$ cat config.mk
export PLATFORM = sky130hd
export DESIGN_NAME = av_config_sequencer
export DESIGN_NICKNAME = d
export VERILOG_FILES = /design/src/rtl/av_config_sequencer.sv
export SDC_FILE = /design/constraint.sdc
export NUM_CORES = 1
export LEC_CHECK = 0
export CORE_MARGIN = 4
export CORE_UTILIZATION = 56
export CTS_BUF_LIST = sky130_fd_sc_hd__clkbuf_4 sky130_fd_sc_hd__clkbuf_8 sky130_fd_sc_hd__clkbuf_16
export DETAILED_ROUTE_END_ITERATION = 16
export PLACE_DENSITY = 0.79
export SETUP_SLACK_MARGIN = 0.4
export SLEW_MARGIN = 10
export SYNTH_ARGS = -nofsm -noshare
export SYNTH_HDL_FRONTEND = slang
export SYNTH_SLANG_ARGS = --single-unit
$ cat constraint.sdc
create_clock -name clk -period 2.8 [get_ports clk]
set_clock_uncertainty 0.05 [all_clocks]
set_input_delay 0.84 -clock clk [delete_from_list [all_inputs] [get_ports clk]]
set_output_delay 0.84 -clock clk [all_outputs]
set_load 0.02 [all_outputs]
$ cat src/rtl/av_config_sequencer.sv
// Walks an external table of 16-bit codec register words and sends each one as a
// 3-byte write on the av_config 2-wire bus, retrying NACKed entries.
module av_config_sequencer #(
   parameter int         CLK_HZ     = 50_000_000,
   parameter int         I2C_HZ     = 100_000,
   parameter logic [6:0] DEV_ADDR   = 7'h1A,
   parameter int         NUM_REGS   = 11,
   parameter int         MAX_RETRY  = 3,
   parameter bit         AUTO_START = 1'b1
) (
   input  logic        clk,
   input  logic        reset,
   input  logic        start,
   output logic [3:0]  tbl_addr,
   input  logic [15:0] tbl_data,
   output logic        scl_o,
   output logic        sda_oe,
   input  logic        sda_i,
   output logic        busy,
   output logic        done,
   output logic        ack_err
);

   localparam int              DIV       = CLK_HZ / (4 * I2C_HZ);
   localparam int              QW        = (DIV > 1) ? $clog2(DIV) : 1;
   localparam logic [QW-1:0]   DIV_M1    = QW'(DIV - 1);
   localparam logic [3:0]      LAST_ADDR = 4'(NUM_REGS - 1);
   localparam int              RW        = $clog2(MAX_RETRY + 2);
   localparam logic [RW-1:0]   RETRY_MAX = RW'(MAX_RETRY);

   typedef enum logic [2:0] {IDLE, LOAD, START, BITS, STOP, GAP, DONE} state_t;

   state_t          state, state_n;
   logic [QW-1:0]   qcnt;
   logic [1:0]      q;
   logic [23:0]     shreg;
   logic [3:0]      bit_idx;
   logic [1:0]      byte_idx;
   logic            nack;
   logic            failed;
   logic [RW-1:0]   rcnt;
   logic            qtick, phase_end, ack_slot, start_ok, abort;

   assign qtick     = (qcnt == DIV_M1);
   assign phase_end = qtick && (q == 2'd3);
   assign ack_slot  = (bit_idx == 4'd8);
   assign start_ok  = (state == IDLE) && start;
   assign abort     = (state == STOP) && phase_end && failed && (rcnt == RETRY_MAX);

   always_ff @(posedge clk) begin
      if (reset) state <= AUTO_START ? LOAD : IDLE;
      else       state <= state_n;
   end

   always_comb begin
      state_n = state;
      case (state)
         IDLE:    if (start) state_n = LOAD;
         LOAD:    state_n = START;
         START:   if (phase_end) state_n = BITS;
         BITS:    if (phase_end && ack_slot && (nack || byte_idx == 2'd2)) state_n = STOP;
         STOP:    if (phase_end) state_n = abort ? IDLE : GAP;
         GAP:     if (phase_end) state_n = (!failed && tbl_addr == LAST_ADDR) ? DONE : LOAD;
         DONE:    state_n = IDLE;
         default: state_n = IDLE;
      endcase
   end

   // Bus levels are a pure decode of registered state, so they only move on quarter boundaries.
   always_comb begin
      scl_o  = 1'b1;
      sda_oe = 1'b0;
      case (state)
         START: begin
            scl_o  = (q != 2'd3);
            sda_oe = (q != 2'd0);
         end
         BITS: begin
            scl_o  = (q == 2'd1) || (q == 2'd2);
            sda_oe = !ack_slot && !shreg[23];
         end
         STOP: begin
            scl_o  = (q != 2'd0);
            sda_oe = (q == 2'd0) || (q == 2'd1);
         end
         default: ;
      endcase
   end

   always_ff @(posedge clk) begin
      if (reset || state == IDLE || state == LOAD || state == DONE) begin
         qcnt <= '0;
         q    <= 2'd0;
      end else if (qtick) begin
         qcnt <= '0;
         q    <= q + 2'd1;
      end else begin
         qcnt <= qcnt + 1'b1;
      end
   end

   always_ff @(posedge clk) begin
      if (reset) begin
         bit_idx  <= 4'd0;
         byte_idx <= 2'd0;
      end else if (state == LOAD) begin
         bit_idx  <= 4'd0;
         byte_idx <= 2'd0;
      end else if (state == BITS && phase_end) begin
         if (ack_slot) begin
            bit_idx  <= 4'd0;
            byte_idx <= byte_idx + 2'd1;
         end else begin
            bit_idx  <= bit_idx + 4'd1;
         end
      end
   end

   // Shift register and ACK sample carry no reset: they are always reloaded/resampled before use.
   always_ff @(posedge clk) begin
      if (state == LOAD)
         shreg <= {DEV_ADDR, 1'b0, tbl_data};
      else if (state == BITS && phase_end && !ack_slot)
         shreg <= {shreg[22:0], 1'b0};
      if (state == BITS && q == 2'd1 && qtick && ack_slot)
         nack <= sda_i;
   end

   always_ff @(posedge clk) begin
      if (reset) begin
         tbl_addr <= 4'd0;
         rcnt     <= '0;
         failed   <= 1'b0;
         busy     <= 1'b0;
         done     <= 1'b0;
         ack_err  <= 1'b0;
      end else begin
         busy <= (state_n != IDLE);
         if (start_ok) begin
            tbl_addr <= 4'd0;
            rcnt     <= '0;
            done     <= 1'b0;
            ack_err  <= 1'b0;
         end
         if (state == LOAD)
            failed <= 1'b0;
         if (state == BITS && phase_end && ack_slot)
            failed <= nack;
         if (state == STOP && phase_end && failed && !abort)
            rcnt <= rcnt + 1'b1;
         if (abort)
            ack_err <= 1'b1;
         // A failed write falls through GAP back to LOAD with the same index.
         if (state == GAP && phase_end && !failed && tbl_addr != LAST_ADDR) begin
            tbl_addr <= tbl_addr + 4'd1;
            rcnt     <= '0;
         end
         if (state == DONE)
            done <= 1'b1;
      end
   end

endmodule

==> results.md <==
* Die Y at 77.26 um
* Global-route wire length before repair at 9.011 mm
* Clock sinks at 54
* Final wirelength at 5.389 mm
* Post-synth EDFFs at 17
* Routed WL per cell at 14.33 um
* I/O pins at 29
* Relative slew slack at 67.34%
* Max Freq at 419.7 MHz
* Syn_area_per_cell at 9.393 um^2
* Synthesis-to-layout area growth at 21.43%
* Clock buffer depth at 2
* Row Count at 24
* N_diodes at 0
* Setup TNS at 0 ps
* Die W at 77.26 um
* Yosys cell types at 54
* Ys Warns at 0
* CP required at 1910 ps
* Xor-xnor portion of the synthesized cell area at 2.282%
* Via Count at 2131
* Final nets at 355
* Overflow after GRT at 0
* Core area at 4504 um^2
* Arr. time, crit path at 1490 ps
* Mapped Nets at 318
* Initial antenna violation count at 0
* Final Slew Violations at 0
* Residual DRC at 0
* Clk root buf: clkbuf_8
* Mapped Area at 2686 um^2
* Asr flop ratio synth at 0%
* Net Switching at 0.0003609 W
* Status: complete, no violations
* Vias per inst at 5.668
* Number of synthesized register bits at 54
* CTS tree: done
* Flop pwr share at 52.8%
* Initial Util at 59.64%
* Share of cells above drive strength 1 at 15.43%
* Minimum clock period at 2383 ps
* Worst-path fanout max at 3
* Gate Count Post-Synth at 286
* Total GRT Usage at 18.17%
* Max-cap check violation count at 0
* Synth Area in Compound Gates at 9.036%
* Worst skew pair latency at 310 ps
* Endpoints failing setup at 0
* Post-Synth Adder-Cell Area at 5.589%
* Post-synthesis mux area share at 4.471%
* Worst-path clk slew at 90 ps
* Clk network pwr share at 36.6%
* Input/output buffers at 28
* Largest family of logic cells by synthesized area: simple AND/OR/NAND/NOR gates
* Routed Antenna Nets at 0
* Internal cell power at 0.001283 W
* Fillcell total at 353
* Full die area at 5969 um^2
* Post-synthesis simple-gate area fraction at 28.04%
* Combinational share of power at 10.6%
* Pre-Repair DR Iteration Count at 4
* H-tree depth at 2
* Static Leak at 1.255 nW
* Crit share post-route at 85.10%
* DR iter-0 viols at 87
* Hold Vio Cnt, Final at 0
* Most frequent cells in the layout: nand2_1 (56), dfxtp_1 (32), nor2_1 (31)
* Total CTS buffers at 5
* Worst Tran Pin Value at 488.5 ps
* Vias in the first global route at 2026
* Min-delay worst type: reg2reg
* GP Congestion at 0.8138
* Pwr dens at 504.0 nW/um^2
* Top FF cell, synth: dfxtp_1
* DP Wirelength at 3.718 mm
* Largest net degree at the start of global routing at 22
* CP Capture Type: primary output
* Switch share at 21.95%
* RSZ-0062 raised after global routing: true
* CP startpoint kind: register
* Register area share after synthesis at 46.58%
* Crit Path Category: reg2out
* Final Util at 72.42%
* Worst IR drop on VDD at 0.3841 mV
* Most common cell after layout, fill and taps aside: nand2_1
==> power by group through the flow <==
stage	clock (W)	sequential [W]	combinational (W)
2_1_floorplan	0	0.000884	0.000102
3_3_place_gp	0	0.000886	0.000171
3_5_place_dp	0	0.000888	0.000174
4_1_cts	0.000609	0.000869	0.000176
5_1_grt	0.000641	0.000871	0.000195
6_report	0.000601	0.000868	0.000175
==> routing by layer <==
layer / track usage (%) / part of all wire [%] / up-vias
li1: - / - / 1065
met1: 23.08 / 44 / 993
met2: 30.83 / 49 / 62
met3: 3.864 / 5.3 / 11
met4: 5.516 / 1.7 / 0
met5: 0 / 0 / -
==> state kept, by name, summed over array words and instances, names as in the netlist, 2 cells and up <==
register and flops:
bit_idx 4, state 3, tbl_addr 4, rcnt 3, byte_idx 2, q 2
shreg 24, qcnt 7
==> cells in the mapped netlist (all sizes together) (3+ instances only) <==
library cell / number / area (um^2)
nand3: 8 / 40.04
a31oi: 5 / 31.28
xnor2: 5 / 43.79
dfxtp: 37 / 740.7
buf: 5 / 36.28
nand4: 4 / 46.29
nor2b: 4 / 25.02
nor2: 31 / 116.4
inv: 12 / 45.04
and2: 4 / 25.02
mux2i: 12 / 120.1
a211oi: 3 / 22.52
a21oi: 10 / 50.05
edfxtp: 17 / 510.5
nand3b: 5 / 37.54
nand2: 56 / 210.2
nand2b: 4 / 25.02
and3: 4 / 25.02
nor4: 3 / 55.05
nor3: 4 / 20.02
clkbuf: 7 / 26.28
or2: 3 / 18.77
ha: 12 / 150.1
==> final cells by class <==
cell class	instances	area [um^2]	share of cell area (%)
multi-input combinational	208	1374	42.12
clock inverter	3	63.81	1.956
timing repair buffer	42	380.4	11.66
tap	52	65.06	1.995
inverter	12	47.55	1.458
clock buffer	5	68.82	2.110
sequential	54	1262	38.70
==> worst max-delay path: stages, from the launching register on <==
cell and delay (ps):
dfxtp_4 390, inv_4 50, ha_4 260, nor2_1 40, o21ba_2 190, a21oi_2 100, buf_4 150
==> cells by family after synthesis <==
group,count (synthesis)
AND/OR/NAND/NOR,142
flip-flops,54
AO/OA/AOI/OAI,35
buffers and inverters,24
multiplexers,12
adder cells (fa/ha/maj),12
XOR/XNOR,7
==> stage by stage <==
step / setup slack [ps] / total power [W] / hold WS [ps] / cells / instance area (um^2)
after detailed placement: 119.7 / 0.001062 / 395.1 / 364 / 3049
final: 417.3 / 0.001644 / 409.1 / 376 / 3262
after global placement: 170.5 / 0.001057 / 387.4 / 364 / 3049
after global routing: 367.8 / 0.001706 / 449.9 / 376 / 3262
after CTS: 402.3 / 0.001655 / 416.2 / 375 / 3221
after floorplan: 444.6 / 0.0009867 / 375.8 / 286 / 2686
==> path summary, 6_finish.rpt <==
check                          start                   to  slack [ps]  cells after the start
setup / recovery   q[1]$_SDFFE_PP0N_                scl_o         420                      6
setup reg to reg  qcnt[0]$_SDFF_PP0_  shreg[10]$_DFFE_PP_         810                      5
hold / removal    qcnt[0]$_SDFF_PP0_   qcnt[0]$_SDFF_PP0_         410                      1
hold reg to reg   qcnt[0]$_SDFF_PP0_   qcnt[0]$_SDFF_PP0_         410                      1
==> timing repair <==
item                                    in CTS  in global routing
endpoints found under the setup margin       2                  2
pin swaps                                    0                  2
buffers inserted                             3                  1
resized for setup                           19                  9
cloned                                       0                  0
hold buffers                                 0                  0
Note: power is estimated with default switching activity, not from simulation.
